<file path="config.mk">
export PLATFORM = sky130hd
export DESIGN_NAME = ftoi_pipe
export DESIGN_NICKNAME = d
export VERILOG_FILES = /design/src/rtl/ftoi_pipe.sv
export SDC_FILE = /design/constraint.sdc
export NUM_CORES = 1
export LEC_CHECK = 0
export CELL_PAD_IN_SITES_DETAIL_PLACEMENT = 1
export CELL_PAD_IN_SITES_GLOBAL_PLACEMENT = 2
export CORE_MARGIN = 5
export CORE_UTILIZATION = 30
export CTS_CLUSTER_DIAMETER = 100
export DETAILED_ROUTE_END_ITERATION = 16
export PLACE_DENSITY = 0.71
export SYNTH_ARGS = -nofsm -noshare
export SYNTH_HDL_FRONTEND = slang
export SYNTH_SLANG_ARGS = --single-unit
</file>
<file path="constraint.sdc">
create_clock -name clk -period 4.2 [get_ports clk]
set_clock_uncertainty 0.05 [all_clocks]
set_input_delay 0.84 -clock clk [delete_from_list [all_inputs] [get_ports clk]]
set_output_delay 0.84 -clock clk [all_outputs]
set_load 0.05 [all_outputs]
</file>
<file path="src/rtl/ftoi_pipe.sv">
`default_nettype none
// ============================================================================
// Module   : ftoi_pipe
// Purpose  : Three-stage pipelined IEEE-754 binary32 to signed integer
//            converter with selectable rounding mode and invalid/inexact
//            flags, on a valid/ready stream with a global stall.
// Ports    : clk, rstn            - clock, asynchronous active-low reset
//            in_valid/in_ready    - operand handshake
//            in_x [31:0]          - binary32 operand
//            in_rm [2:0]          - rounding mode (RNE,RTZ,RDN,RUP,RMM;
//                                   101..111 behave as RMM)
//            out_valid/out_ready  - result handshake
//            out_y [OUT_W-1:0]    - signed two's-complement result
//            out_invalid          - NaN, infinity or overflow
//            out_inexact          - result differs from operand (valid only)
// Revision : 1.0 - initial release
// ============================================================================
module ftoi_pipe #(
   parameter int OUT_W = 32
) (
   input  logic             clk,
   input  logic             rstn,
   input  logic             in_valid,
   output logic             in_ready,
   input  logic [31:0]      in_x,
   input  logic [2:0]       in_rm,
   output logic             out_valid,
   input  logic             out_ready,
   output logic [OUT_W-1:0] out_y,
   output logic             out_invalid,
   output logic             out_inexact
);

   // Fixed-point alignment buffer: OUT_W integer bits above 24 fraction bits.
   // At shift 0 the significand sits in the fraction field (k = -1).
   localparam int c_fix_w = OUT_W + 24;
   localparam int c_big_e = 127 + OUT_W;

   localparam logic [OUT_W:0]   c_lim     = {2'b01, {(OUT_W-1){1'b0}}};
   localparam logic [OUT_W-1:0] c_int_max = {1'b0, {(OUT_W-1){1'b1}}};
   localparam logic [OUT_W-1:0] c_int_min = {1'b1, {(OUT_W-1){1'b0}}};
   localparam logic [OUT_W-1:0] c_one     = {{(OUT_W-1){1'b0}}, 1'b1};

   // ------------------------------------------------------------------
   // Global stall: the whole pipe moves together or holds together.
   // ------------------------------------------------------------------
   logic w_advance;
   logic r3_valid;

   assign w_advance = !r3_valid || out_ready;
   assign in_ready  = w_advance;

   // ------------------------------------------------------------------
   // Stage 1: unpack and classify
   // ------------------------------------------------------------------
   logic [7:0]  w_e;
   logic [22:0] w_m;
   logic        w_zero;
   logic        w_special;
   logic        w_nan;
   logic        w_tiny;
   logic [6:0]  w_shamt;

   assign w_e       = in_x[30:23];
   assign w_m       = in_x[22:0];
   assign w_zero    = (w_e == 8'd0);
   // Infinity, NaN and any exponent too large to fit skip the shifter.
   assign w_special = (w_e == 8'hFF) || (w_e >= 8'(c_big_e));
   assign w_nan     = (w_e == 8'hFF) && (w_m != 23'd0);
   // Magnitude below 0.5: only the sticky bit survives.
   assign w_tiny    = (w_e < 8'd126);
   assign w_shamt   = w_tiny ? 7'd0 : 7'(w_e - 8'd126);

   logic        r1_valid;
   logic        r1_s;
   logic [2:0]  r1_rm;
   logic        r1_zero;
   logic        r1_special;
   logic        r1_nan;
   logic        r1_tiny;
   logic [23:0] r1_sig;
   logic [6:0]  r1_shamt;

   always_ff @(posedge clk or negedge rstn) begin
      if (!rstn) begin
         r1_valid   <= 1'b0;
         r1_s       <= 1'b0;
         r1_rm      <= 3'd0;
         r1_zero    <= 1'b0;
         r1_special <= 1'b0;
         r1_nan     <= 1'b0;
         r1_tiny    <= 1'b0;
         r1_sig     <= 24'd0;
         r1_shamt   <= 7'd0;
      end else if (w_advance) begin
         r1_valid   <= in_valid;
         r1_s       <= in_x[31];
         r1_rm      <= in_rm;
         r1_zero    <= w_zero;
         r1_special <= w_special;
         r1_nan     <= w_nan;
         r1_tiny    <= w_tiny;
         r1_sig     <= {1'b1, w_m};
         r1_shamt   <= w_shamt;
      end
   end

   // ------------------------------------------------------------------
   // Stage 2: align, extract integer part, guard and sticky
   // ------------------------------------------------------------------
   logic [c_fix_w-1:0] w_fixed;
   logic [OUT_W-1:0]   w_int;
   logic               w_guard;
   logic               w_sticky;

   assign w_fixed  = {{OUT_W{1'b0}}, r1_sig} << r1_shamt;
   assign w_int    = r1_tiny ? {OUT_W{1'b0}} : w_fixed[c_fix_w-1:24];
   assign w_guard  = !r1_tiny && w_fixed[23];
   assign w_sticky = r1_tiny || (|w_fixed[22:0]);

   logic             r2_valid;
   logic             r2_s;
   logic [2:0]       r2_rm;
   logic             r2_zero;
   logic             r2_special;
   logic             r2_nan;
   logic [OUT_W-1:0] r2_int;
   logic             r2_guard;
   logic             r2_sticky;

   always_ff @(posedge clk or negedge rstn) begin
      if (!rstn) begin
         r2_valid   <= 1'b0;
         r2_s       <= 1'b0;
         r2_rm      <= 3'd0;
         r2_zero    <= 1'b0;
         r2_special <= 1'b0;
         r2_nan     <= 1'b0;
         r2_int     <= {OUT_W{1'b0}};
         r2_guard   <= 1'b0;
         r2_sticky  <= 1'b0;
      end else if (w_advance) begin
         r2_valid   <= r1_valid;
         r2_s       <= r1_s;
         r2_rm      <= r1_rm;
         r2_zero    <= r1_zero;
         r2_special <= r1_special;
         r2_nan     <= r1_nan;
         r2_int     <= w_int;
         r2_guard   <= w_guard;
         r2_sticky  <= w_sticky;
      end
   end

   // ------------------------------------------------------------------
   // Stage 3: round, range check, negate, flags
   // ------------------------------------------------------------------
   logic           w_inc;
   logic [OUT_W:0] w_mag;
   logic           w_ovf;
   logic [OUT_W-1:0] w_y;
   logic           w_inv;
   logic           w_inx;

   always_comb begin
      w_inc = 1'b0;
      case (r2_rm)
         3'd0:    w_inc = r2_guard && (r2_sticky || r2_int[0]);
         3'd1:    w_inc = 1'b0;
         3'd2:    w_inc = r2_s && (r2_guard || r2_sticky);
         3'd3:    w_inc = !r2_s && (r2_guard || r2_sticky);
         default: w_inc = r2_guard;
      endcase
   end

   // One extra bit so a carry out of the increment is never lost.
   assign w_mag = {1'b0, r2_int} + {{OUT_W{1'b0}}, w_inc};
   // Negative side may reach exactly 2^(OUT_W-1) (INT_MIN) legally.
   assign w_ovf = r2_s ? (w_mag > c_lim) : (w_mag >= c_lim);

   always_comb begin
      w_y   = {OUT_W{1'b0}};
      w_inv = 1'b0;
      w_inx = 1'b0;
      if (r2_zero) begin
         // Zero and denormals: flushed, no flags.
         w_y = {OUT_W{1'b0}};
      end else if (r2_special) begin
         w_inv = 1'b1;
         w_y   = (r2_nan || !r2_s) ? c_int_max : c_int_min;
      end else if (w_ovf) begin
         w_inv = 1'b1;
         w_y   = r2_s ? c_int_min : c_int_max;
      end else begin
         w_y   = r2_s ? (~w_mag[OUT_W-1:0] + c_one) : w_mag[OUT_W-1:0];
         w_inx = r2_guard || r2_sticky;
      end
   end

   logic [OUT_W-1:0] r3_y;
   logic             r3_inv;
   logic             r3_inx;

   always_ff @(posedge clk or negedge rstn) begin
      if (!rstn) begin
         r3_valid <= 1'b0;
         r3_y     <= {OUT_W{1'b0}};
         r3_inv   <= 1'b0;
         r3_inx   <= 1'b0;
      end else if (w_advance) begin
         r3_valid <= r2_valid;
         // Bubbles leave the last result on the bus untouched.
         if (r2_valid) begin
            r3_y   <= w_y;
            r3_inv <= w_inv;
            r3_inx <= w_inx;
         end
      end
   end

   assign out_valid   = r3_valid;
   assign out_y       = r3_y;
   assign out_invalid = r3_inv;
   assign out_inexact = r3_inx;

endmodule
`default_nettype wire

</file>
Word level (Yosys, flattened, before mapping)
Cells that the tools add are included.

word-level totals
  register bits = 117
  input port bits = 39
  logic and storage cells = 70

operators by class
  add/subtract/negate cells = 3
  $lt $le $gt $ge = 4
  eq/ne operators = 4
  shifts and indexed selects = 1
  muxes and demuxes = 16
  bitwise operators = 1
  reduce and logical (&&, ||, !) cells = 19

operator list
  cell                     number
  $mux W32                 7
  $shl A24 B7 Y56          1
  $add A32 B1 Y33          1
  $ge A33 B32 Y1 const B   1
  $gt A33 B32 Y1 const B   1
  $add A32 B1 Y32 const B  1
  $not A32 Y32             1
  $reduce_bool A23 Y1      1
  $reduce_or A23 Y1        1
  $eq A8 B8 Y1 const B     1
  $ge A8 B8 Y1 const B     1
  $logic_not A8 Y1         1
  $lt A8 B7 Y1 const B     1
  $mux W1                  7
  $mux W7                  1
  $sub A7 B7 Y7 const B    1
  $eq A3 B2 Y1 const B     2
  $logic_or A1 B1 Y1       6
  $logic_and A1 B1 Y1      5
  $pmux W1 S4              1
  $eq A3 B1 Y1 const B     1
  $logic_not A1 Y1         3
  $logic_not A3 Y1         1
  $reduce_and A2 Y1        1

Logic depth before layout (Yosys ltp)
Gate-level depths: netlist of the first run.

  depth after elaboration = 10
  gate-level depth with buffers = 19

Worst setup path after synthesis of the first run
Ideal clock, no wire load.

  path kind = reg2reg
  start = reg r2_s
  end = reg r3_y[26], in the netlist out_y[26]
  library setup time = 0.082 ns
  data arrival time = 4.383 ns
  setup slack = -0.315 ns
  cell stages (with the launch flop) = 19
  path buffers = 4
  clock period less this slack = 4.515 ns
  cells stage by stage = dfrtp_1 -> clkbuf_1 -> clkbuf_1 -> xor2_1 -> nand2_1 -> a21oi_1 -> ha_1 -> ha_1 -> nand4_1 -> nor4_2 -> nand3_1 -> xor2_1 -> nand3_1 -> nor4_4 -> a31oi_4 -> a311o_1 -> buf_6 -> buf_6 -> a22oi_2

between the ends
  longest elaborated chain between the ends = 10
  elaborated cells between the ends (all ways) = 17
  those cells by class = 2 x add/sub; 2 x order compare; 8 x mux; 1 x bitwise; 4 x reduce/logical

RTL lines
  element                   RTL line  text
  start: declaration        122       logic r2_s;
  start signal: assignment  144       r2_s <= r1_s;
  $logic_not A1 Y1          171, 190
  $logic_and A1 B1 Y1       171       3'd3: w_inc = !r2_s && (r2_guard || r2_sticky);
  $pmux W1 S4               167       case (r2_rm)
  $add A32 B1 Y33           177       assign w_mag = {1'b0, r2_int} + {{OUT_W{1'b0}}, w_inc};
  $not A32 Y32              195       w_y = r2_s ? (~w_mag[OUT_W-1:0] + c_one) : w_mag[OUT_W-1:0];
  $add A32 B1 Y32           195
  $mux W32                  195
  $mux W32                  191       end else if (w_ovf) begin
  $mux W32 (*)              188       end else if (r2_special) begin
  $mux W32 (*)              185       if (r2_zero) begin
  end signal: assignment    207       r3_y <= {OUT_W{1'b0}};
  end signal: assignment    214       r3_y <= w_y;
  end: declaration          200       logic [OUT_W-1:0] r3_y;

Mark *: on every way between the ends. The rest lies on a longest branch, timed or not.
A chain may end at the register's enable or synchronous reset.

Final worst setup path of the first run
  start = reg r2_sticky
  end = reg r3_y[9], in the netlist out_y[9]

between the ends
  longest elaborated chain between the ends = 10
  elaborated cells between the ends (all ways) = 16
  those cells by class = 2 x add/sub; 2 x order compare; 6 x mux; 1 x bitwise; 5 x reduce/logical

RTL lines
  element                                 RTL line       text
  start: declaration                      129            logic r2_sticky;
  start signal: assignment                151            r2_sticky <= w_sticky;
  $logic_or A1 B1 Y1 (on tied branches)   170, 171, 168
  $logic_and A1 B1 Y1 (on tied branches)  171, 168, 170
  $pmux W1 S4 (*)                         167
  $add A32 B1 Y33 (*)                     177
  $not A32 Y32                            195
  $add A32 B1 Y32                         195
  $mux W32                                195
  $mux W32 (*)                            191
  $mux W32 (*)                            188
  $mux W32 (*)                            185

Marks and branches as above.

==> impl_metrics.xml, run 1 <==
<?xml version="1.0" encoding="UTF-8"?>
<metrics>
  <group name="layout">
    <metric name="finish.net_count" unit="">1096</metric>
    <metric name="share_of_cells_above_drive_strength_1" unit="%">11.4</metric>
    <metric name="number_of_diodes" unit="">0</metric>
    <metric name="flow.area_growth_from_synthesis" unit="%">23.3</metric>
    <metric name="post_layout_nonfiller_instances" unit="">1401</metric>
    <metric name="final_core_utilization" unit="%">37.7</metric>
    <metric name="postLayoutCellArea" unit="mm2">0.00986</metric>
  </group>
  <group name="setup_path">
    <metric name="crit_fanout" unit="">29</metric>
    <metric name="timing_worst_setup_path_type" unit="">reg2reg</metric>
    <metric name="max_stage_delay" unit="ps">450</metric>
    <metric name="worst_path_dominant_cell_family" unit="">compound AO/OA/AOI/OAI gates</metric>
    <metric name="timing.critical_path.buf_inv" unit="">1</metric>
    <metric name="crit_path_top_delay_cell" unit="">sky130_fd_sc_hd__a2111oi_0</metric>
    <metric name="worstPathRequired" unit="ps">4490</metric>
    <metric name="critPathLaunchType" unit="">register</metric>
    <metric name="crit_arrival" unit="ps">4210</metric>
    <metric name="worstPathCellList" unit="">nor2_1 &gt; nor3_1 &gt; o21ai_0 &gt; a21oi_1 &gt; ha_2 &gt; ha_1 &gt; and3_1 &gt; a2111oi_0 &gt; mux2i_1 &gt; a21oi_2 &gt; nand2_1 &gt; nor4_4 &gt; a31oi_4 &gt; a311o_1 &gt; buf_4 &gt; o21ai_0</metric>
    <metric name="timing.critical_path.mode_cell" unit="">sky130_fd_sc_hd__o21ai_0</metric>
    <metric name="timing.critical_path.to_type" unit="">register</metric>
  </group>
  <group name="global_route">
    <metric name="grt_antenna_before_repair" unit="">0</metric>
    <metric name="grtUsageTotal" unit="%">17.8</metric>
    <metric name="global_route.overflow_total" unit="">0</metric>
    <metric name="wire_length_of_the_first_global_routing_pass" unit="um">43700</metric>
    <metric name="largest_net_degree_at_the_start_of_global_routing" unit="">66</metric>
    <metric name="first_global_vias" unit="">7678</metric>
  </group>
  <group name="routing">
    <metric name="detailedRoute.firstIterationViolations" unit="">370</metric>
    <metric name="number_of_iterations_in_the_first_detailed_routing_pass" unit="">5</metric>
    <metric name="routed_via_density" unit="">5.27</metric>
    <metric name="wire_length_reported_by_the_detailed_router" unit="um">26400</metric>
    <metric name="dr_total_vias" unit="">7377</metric>
    <metric name="drcViolationCount" unit="">0</metric>
    <metric name="detail_route.wl_per_cell" unit="um">18.8</metric>
    <metric name="ant_nets" unit="">0</metric>
  </group>
  <group name="synth">
    <metric name="synth_warnings" unit="">0</metric>
    <metric name="ys_seq_elements" unit="">117</metric>
    <metric name="syn_nets" unit="">1021</metric>
    <metric name="async_reset_ff_share" unit="%">100</metric>
    <metric name="syn_inst" unit="">978</metric>
    <metric name="synth_seq_area_share" unit="%">36.6</metric>
    <metric name="syn_area_per_cell" unit="um2">8.18</metric>
    <metric name="syn-cell-area" unit="mm2">0.00800</metric>
    <metric name="synth-edff-count" unit="">0</metric>
    <metric name="synthFlopType" unit="">sky130_fd_sc_hd__dfrtp_1</metric>
    <metric name="count_of_unique_library_cells_instantiated_by_yosys" unit="">69</metric>
  </group>
  <group name="floorplanning">
    <metric name="die_h" unit="um">173</metric>
    <metric name="chipWidth" unit="um">173</metric>
    <metric name="rows" unit="">59</metric>
    <metric name="floorplan.io_pins" unit="">75</metric>
    <metric name="coreArea" unit="mm2">0.0261</metric>
    <metric name="die-area" unit="mm2">0.0300</metric>
    <metric name="initial_core_util" unit="%">30.6</metric>
  </group>
  <group name="sta">
    <metric name="slew_violations" unit="">0</metric>
    <metric name="final_hold_viol_count" unit="">0</metric>
    <metric name="worst_hold_slack" unit="ps">420</metric>
    <metric name="tightestPinTransition" unit="ps">932</metric>
    <metric name="max-slew-margin-rel" unit="%">37.9</metric>
    <metric name="final_period_minus_worst_setup_slack" unit="ps">3930</metric>
    <metric name="timing.final.setup_violations" unit="">0</metric>
    <metric name="max_clock_freq" unit="MHz">255</metric>
    <metric name="fin_crit_sh" unit="%">93.5</metric>
  </group>
  <group name="pwr">
    <metric name="peakVddDrop" unit="mV">0.247</metric>
    <metric name="power.static_leakage" unit="nW">4.16</metric>
    <metric name="power.density" unit="mW/mm2">711</metric>
  </group>
  <group name="run">
    <metric name="cap_viol_max_count" unit="">0</metric>
  </group>
  <group name="placement">
    <metric name="buffer_ports.inserted" unit="">74</metric>
    <metric name="dp_hpwl" unit="um">20000</metric>
    <metric name="postPlaceCellArea" unit="mm2">0.00922</metric>
    <metric name="gp_congestion" unit="">0.848</metric>
    <metric name="numPlacedInstances" unit="">1367</metric>
  </group>
  <group name="clock_tree">
    <metric name="cts-buffers-inserted" unit="">17</metric>
    <metric name="cts_hold_repair.buffers" unit="">0</metric>
    <metric name="clock_path_buffers" unit="">2</metric>
    <metric name="clkLatencyLatePin" unit="ps">430</metric>
    <metric name="clock_tree.root_cell" unit="">sky130_fd_sc_hd__clkbuf_16</metric>
    <metric name="cts_sinks" unit="">117</metric>
    <metric name="tritoncts" unit="">done</metric>
    <metric name="htree_num_levels" unit="">4</metric>
    <metric name="clock_transition_at_path_regs" unit="ps">70</metric>
  </group>
  <group name="min_path">
    <metric name="min_path_type" unit="">reg2reg</metric>
  </group>
  <group name="run_status">
    <metric name="outcome" unit="">finished clean</metric>
  </group>
</metrics>
## cell families (layout without fill, tap and decap cells)
kind of cell    after synthesis  after routing  share of synthesized area [%]
xor+xnor                     64             64                           7.01
buf+inv                      85            173                           4.49
fa+ha+maj                     4              4                          0.626
flops                       117            117                           36.6
mux                          70             70                           10.2
simple gates                442            442                           25.6
compound gates              196            196                           15.5
## synth_stat cells, types with 4 or more instances
library cell / instances / share of area [%]
sky130_fd_sc_hd__ha_1: 4 / 0.63
sky130_fd_sc_hd__mux2i_1: 50 / 6.3
sky130_fd_sc_hd__dfrtp_1: 117 / 37
sky130_fd_sc_hd__o22ai_1: 10 / 0.78
sky130_fd_sc_hd__nor3_1: 23 / 1.4
sky130_fd_sc_hd__mux2_2: 12 / 1.7
sky130_fd_sc_hd__buf_2: 4 / 0.25
sky130_fd_sc_hd__a22o_1: 5 / 0.55
sky130_fd_sc_hd__xor2_1: 36 / 3.9
sky130_fd_sc_hd__nor2_1: 66 / 3.1
sky130_fd_sc_hd__nand3_1: 29 / 1.8
sky130_fd_sc_hd__nor4_1: 12 / 0.94
sky130_fd_sc_hd__o31ai_1: 6 / 0.56
sky130_fd_sc_hd__o21ai_0: 84 / 5.3
sky130_fd_sc_hd__and4_1: 4 / 0.44
sky130_fd_sc_hd__mux4_2: 8 / 2.3
sky130_fd_sc_hd__a21oi_1: 24 / 1.5
sky130_fd_sc_hd__buf_4: 5 / 0.47
sky130_fd_sc_hd__nand2_1: 237 / 11
sky130_fd_sc_hd__nand2b_1: 7 / 0.55
sky130_fd_sc_hd__a22oi_1: 12 / 1.1
sky130_fd_sc_hd__buf_1: 13 / 0.61
sky130_fd_sc_hd__o41ai_1: 4 / 0.44
sky130_fd_sc_hd__inv_1: 22 / 1.0
sky130_fd_sc_hd__nand4_1: 19 / 1.5
sky130_fd_sc_hd__a31oi_1: 4 / 0.31
sky130_fd_sc_hd__and2_1: 4 / 0.31
sky130_fd_sc_hd__o21ai_1: 10 / 0.63
sky130_fd_sc_hd__xnor2_1: 28 / 3.1
sky130_fd_sc_hd__o221ai_1: 5 / 0.55
sky130_fd_sc_hd__and3_1: 7 / 0.55
sky130_fd_sc_hd__a32oi_1: 4 / 0.44
sky130_fd_sc_hd__or3_1: 5 / 0.39
sky130_fd_sc_hd__nor2b_1: 5 / 0.39
sky130_fd_sc_hd__clkbuf_1: 38 / 1.8
## worst paths after layout
| check | startpoint | to | slack (ps) | cells after the start |
|---|---|---|---|---|
| setup / recovery | r2_sticky$_DFFE_PN0N_ | out_y[9]$_DFFE_PN0P_ | 270 | 16 |
| hold / removal | r1_valid$_DFFE_PN0N_ | r1_valid$_DFFE_PN0N_ | 420 | 2 |
| setup reg to reg | r2_sticky$_DFFE_PN0N_ | out_y[9]$_DFFE_PN0P_ | 270 | 16 |
| hold reg to reg | r1_valid$_DFFE_PN0N_ | r1_valid$_DFFE_PN0N_ | 420 | 2 |
| max in group asynchronous | rstn | out_y[5]$_DFFE_PN0P_ | 2640 | 2 |
| min in group asynchronous | rstn | out_y[9]$_DFFE_PN0P_ | 470 | 1 |
## state kept, by name (all words and copies together) (netlist names), 3 cells and up
name,count
out_y,32
r1_rm,3
r1_shamt,7
r1_sig,24
r2_int,32
r2_rm,3
## metal layers
metal	part of all wire (%)	GRT usage, %	up-vias	wire [um]
met4	1.2	4.22	0	308
met2	49	29.9	154	12800
met3	3.5	2.55	24	932
met5	0	0	-	0
met1	47	24.2	3603	12300
li1	-	-	3596	-
## cell type report
class                           instances  area [um2]
Tap cell                              335         419
Multi-Input combinational cell        776        4770
Inverter                               22        82.6
Timing Repair Buffer                  119        1070
Clock inverter                         15         158
Fill cell                            3158       16300
Sequential cell                       117        2930
Clock buffer                           17         425
## repair_timing
action | 4_1_cts | 5_1_grt
gates resized for setup | 0 | 8
setup buffers | 0 | 2
endpoints found under the setup margin | 0 | 31
endpoints found under the hold margin | 0 | 0
## power breakdown
group / leakage [nW] / internal, mW / switching, mW / total [mW]
clock network: 0.288 / 0.843 / 0.654 / 1.50
logic: 2.39 / 1.41 / 2.34 / 3.75
registers: 1.49 / 1.44 / 0.329 / 1.77
## worst register-to-register path, delay by kind of cell, from the launching register on
kind,cells,cell delay [ps]
multiplexers,1,210
buffers and inverters,1,220
flip-flops,1,390
AND/OR/NAND/NOR,5,860
adder cells (fa/ha/maj),2,470
AO/OA/AOI/OAI,7,1640
## stage by stage
stage | setup slack [ps] | setup TNS [ps] | total power, mW
CTS | 69.1 | 0 | 7.07
floorplan | 89.6 | 0 | 4.27
global placement | 261 | 0 | 5.49
detailed placement | 144 | 0 | 5.54
global route | -18.9 | -48.1 | 7.52
finish | 273 | 0 | 7.01
## placed cells by master, fill, tap and decap left out, types with 12 or more instances in the layout
cell and n:
sky130_fd_sc_hd__o21ai_0 83, sky130_fd_sc_hd__nor2_1 65, sky130_fd_sc_hd__a21oi_1 23, sky130_fd_sc_hd__dfrtp_1 117
sky130_fd_sc_hd__xor2_1 35, sky130_fd_sc_hd__mux2i_1 50, sky130_fd_sc_hd__clkbuf_16 17, sky130_fd_sc_hd__nand4_1 19
sky130_fd_sc_hd__nand3_1 29, sky130_fd_sc_hd__clkdlybuf4s50_1 72, sky130_fd_sc_hd__mux2_2 12, sky130_fd_sc_hd__a22oi_1 12
sky130_fd_sc_hd__inv_1 22, sky130_fd_sc_hd__buf_4 47, sky130_fd_sc_hd__nand2_1 237, sky130_fd_sc_hd__nor3_1 22
sky130_fd_sc_hd__xnor2_1 28
No activity file was read; power rests on OpenSTA's default activity.
==> run 2: changes to the inputs <==
Settings changed: CAP_MARGIN from default to 10, CORE_ASPECT_RATIO from default to 1.1, PLACE_DENSITY 0.71 to 0.69.
==> run 2 against run 1 <==
First-iteration DRC count rose by 16%; fmax fell by 0.79%; clock-buffer cell count rose by 4; global-route usage fell by 0.69 points; register-to-register slack got worse by 30 ps; final area rose by 1.1%; via count fell by 1.3%; worst setup slack got worse by 31 ps; clock power rose by 3%; highest routed layer unchanged.
==> impl_metrics.xml, run 2 (same netlist as run 1, synthesis figures left out) <==
<?xml version="1.0" encoding="UTF-8"?>
<metrics>
  <group name="global_route">
    <metric name="grt_antenna_before_repair" unit="">0</metric>
    <metric name="grtUsageTotal" unit="%">17.1</metric>
    <metric name="largest_net_degree_at_the_start_of_global_routing" unit="">118</metric>
    <metric name="wire_length_of_the_first_global_routing_pass" unit="um">41800</metric>
    <metric name="global_route.overflow_total" unit="">0</metric>
    <metric name="first_global_vias" unit="">7419</metric>
  </group>
  <group name="layout">
    <metric name="layout_common_cells" unit="">sky130_fd_sc_hd__nand2_1, sky130_fd_sc_hd__dfrtp_1, sky130_fd_sc_hd__o21ai_0, sky130_fd_sc_hd__clkdlybuf4s50_1, sky130_fd_sc_hd__nor2_1</metric>
    <metric name="share_of_cells_above_drive_strength_1" unit="%">11.6</metric>
    <metric name="multiInputGateArea" unit="mm2">0.00479</metric>
    <metric name="postLayoutCellArea" unit="mm2">0.00997</metric>
    <metric name="post_layout_nonfiller_instances" unit="">1422</metric>
    <metric name="layout_commonest_cell" unit="">sky130_fd_sc_hd__nand2_1</metric>
    <metric name="register_area" unit="mm2">0.00293</metric>
    <metric name="finish.net_count" unit="">1100</metric>
    <metric name="nFillCells" unit="">3196</metric>
    <metric name="number_of_diodes" unit="">0</metric>
    <metric name="flow.area_growth_from_synthesis" unit="%">24.7</metric>
  </group>
  <group name="routing">
    <metric name="routed_via_density" unit="">5.12</metric>
    <metric name="detailedRoute.firstIterationViolations" unit="">430</metric>
    <metric name="drcViolationCount" unit="">0</metric>
    <metric name="number_of_iterations_in_the_first_detailed_routing_pass" unit="">4</metric>
    <metric name="detail_route.wl_per_cell" unit="um">18.1</metric>
    <metric name="dr_total_vias" unit="">7279</metric>
    <metric name="wire_length_reported_by_the_detailed_router" unit="um">25700</metric>
    <metric name="ant_nets" unit="">0</metric>
  </group>
  <group name="clock_tree">
    <metric name="tritoncts" unit="">done</metric>
    <metric name="cts-buffers-inserted" unit="">17</metric>
    <metric name="clock_transition_at_path_regs" unit="ps">60</metric>
    <metric name="clock_tree.root_cell" unit="">sky130_fd_sc_hd__clkbuf_16</metric>
    <metric name="clock_path_buffers" unit="">2</metric>
    <metric name="cts_sinks" unit="">117</metric>
    <metric name="htree_num_levels" unit="">4</metric>
    <metric name="clkLatencyLatePin" unit="ps">430</metric>
    <metric name="cts_hold_repair.buffers" unit="">0</metric>
  </group>
  <group name="setup_path">
    <metric name="worstPathRequired" unit="ps">4490</metric>
    <metric name="crit-reg2reg-launch" unit="">r2_sticky$_DFFE_PN0N_</metric>
    <metric name="timing.critical_path.to_type" unit="">register</metric>
    <metric name="crit_arrival" unit="ps">4240</metric>
    <metric name="worst_r2r_path_depth" unit="">16</metric>
    <metric name="timing_worst_setup_path_type" unit="">reg2reg</metric>
    <metric name="worst_setup_path_startpoint" unit="">r2_sticky$_DFFE_PN0N_</metric>
    <metric name="critPathLaunchType" unit="">register</metric>
    <metric name="crit_fanout" unit="">29</metric>
    <metric name="timing.rr.end" unit="">out_y[3]$_DFFE_PN0P_</metric>
    <metric name="r2r_slack" unit="ps">240</metric>
  </group>
  <group name="sta">
    <metric name="tightestPinTransition" unit="ps">781</metric>
    <metric name="final_period_minus_worst_setup_slack" unit="ps">3960</metric>
    <metric name="timing.final.setup_violations" unit="">0</metric>
    <metric name="fin_crit_sh" unit="%">94.2</metric>
    <metric name="slew_violations" unit="">0</metric>
    <metric name="totalNegativeSetupSlack" unit="ps">0</metric>
    <metric name="final_hold_viol_count" unit="">0</metric>
    <metric name="grt_setup_unrepaired" unit="">false</metric>
    <metric name="max-slew-margin-rel" unit="%">47.9</metric>
    <metric name="max_clock_freq" unit="MHz">253</metric>
  </group>
  <group name="placement">
    <metric name="gp_congestion" unit="">0.886</metric>
    <metric name="postPlaceCellArea" unit="mm2">0.00931</metric>
    <metric name="dp_hpwl" unit="um">19900</metric>
    <metric name="numPlacedInstances" unit="">1389</metric>
    <metric name="buffer_ports.inserted" unit="">74</metric>
  </group>
  <group name="run">
    <metric name="cap_viol_max_count" unit="">0</metric>
  </group>
  <group name="floorplanning">
    <metric name="die-area" unit="mm2">0.0300</metric>
    <metric name="initial_core_util" unit="%">30.5</metric>
    <metric name="coreArea" unit="mm2">0.0262</metric>
    <metric name="floorplan.io_pins" unit="">75</metric>
    <metric name="chipWidth" unit="um">166</metric>
    <metric name="die_h" unit="um">181</metric>
    <metric name="rows" unit="">62</metric>
  </group>
  <group name="pwr">
    <metric name="peakVddDrop" unit="mV">0.260</metric>
    <metric name="power.static_leakage" unit="nW">4.19</metric>
    <metric name="power.density" unit="mW/mm2">706</metric>
    <metric name="finalPower" unit="mW">7.04</metric>
  </group>
  <group name="min_path">
    <metric name="min_path_type" unit="">in2async</metric>
  </group>
  <group name="run_status">
    <metric name="outcome" unit="">finished clean</metric>
  </group>
</metrics>
==> run 2: cell types whose count changed in the layout (fill, tap and decap cells not counted), sizes merged <==
cell      previous run  this run
clkbuf              17        21
inv                 33        24
bufinv               1         3
buf                 47        51
clkinvlp             1         5
clkinv               2         1
==> run 2: final cells by class <==
type | instances | area share [%]
inverter | 22 | 0.828
multi-input combinational | 776 | 48.0
clock inverter | 11 | 1.51
sequential | 117 | 29.4
clock buffer | 21 | 4.52
tap | 352 | 4.42
timing repair buffer | 123 | 11.4
==> run 2: routing by layer <==
metal	vias up	share of wire, %	wire length (um)	track usage, %
met5	-	0	0	0
met1	3530	45	11600	21.3
met2	106	51	13100	30.1
li1	3615	-	-	-
met3	28	2.1	549	2.82
met4	0	1.9	491	5.28
==> run 2: worst max-delay path, stage by stage (launching register included) <==
cell and delay (ps):
sky130_fd_sc_hd__dfrtp_1 400, sky130_fd_sc_hd__nor2_1 70, sky130_fd_sc_hd__nor3_1 120, sky130_fd_sc_hd__o21ai_0 90, sky130_fd_sc_hd__a21oi_1 180, sky130_fd_sc_hd__ha_2 240, sky130_fd_sc_hd__buf_4 150, sky130_fd_sc_hd__nand4_1 270
sky130_fd_sc_hd__or4_1 600, sky130_fd_sc_hd__xnor2_1 170, sky130_fd_sc_hd__nor3_2 140, sky130_fd_sc_hd__nand4_2 180, sky130_fd_sc_hd__nor4_4 370, sky130_fd_sc_hd__a31oi_4 130, sky130_fd_sc_hd__a311o_1 350, sky130_fd_sc_hd__buf_6 190
sky130_fd_sc_hd__o21ai_0 170
==> run 2: how the worst max path moves through the flow <==
stage	depth (start not counted)	end	slack [ps]
6_report	16	out_y[3]$_DFFE_PN0P_	240
5_1_grt	16	out_y[2]$_DFFE_PN0P_	2
4_1_cts	16	out_y[31]$_DFFE_PN0P_	120
3_5_place_dp	16	out_y[31]$_DFFE_PN0P_	-50
3_3_place_gp	15	out_y[31]$_DFFE_PN0P_	20
2_1_floorplan	19	out_y[26]$_DFFE_PN0P_	90
==> run 2: repair_timing <==
item                                    4_1_cts  5_1_grt
endpoints found under the setup margin        1       27
buffers inserted                              0        1
pin swaps                                     0        3
gates resized for setup                       1       12
==> run 2: where the power goes <==
group          switching [mW]  internal, mW  leakage [nW]
combinational            2.32          1.41          2.42
sequential              0.322          1.44          1.49
clock                   0.586         0.951         0.276
==> run 2: metrics by stage <==
| step | hold WS, ps | utilization [%] | setup WS, ps |
|---|---|---|---|
| 6_report | 421 | 38.0 | 242 |
| 5_1_grt | 449 | 38.0 | 2.14 |
| 4_1_cts | 423 | 37.8 | 115 |
| 3_5_place_dp | 410 | 35.5 | -51.9 |
| 3_3_place_gp | 399 | 35.5 | 23.0 |
| 2_1_floorplan | 389 | - | 89.6 |
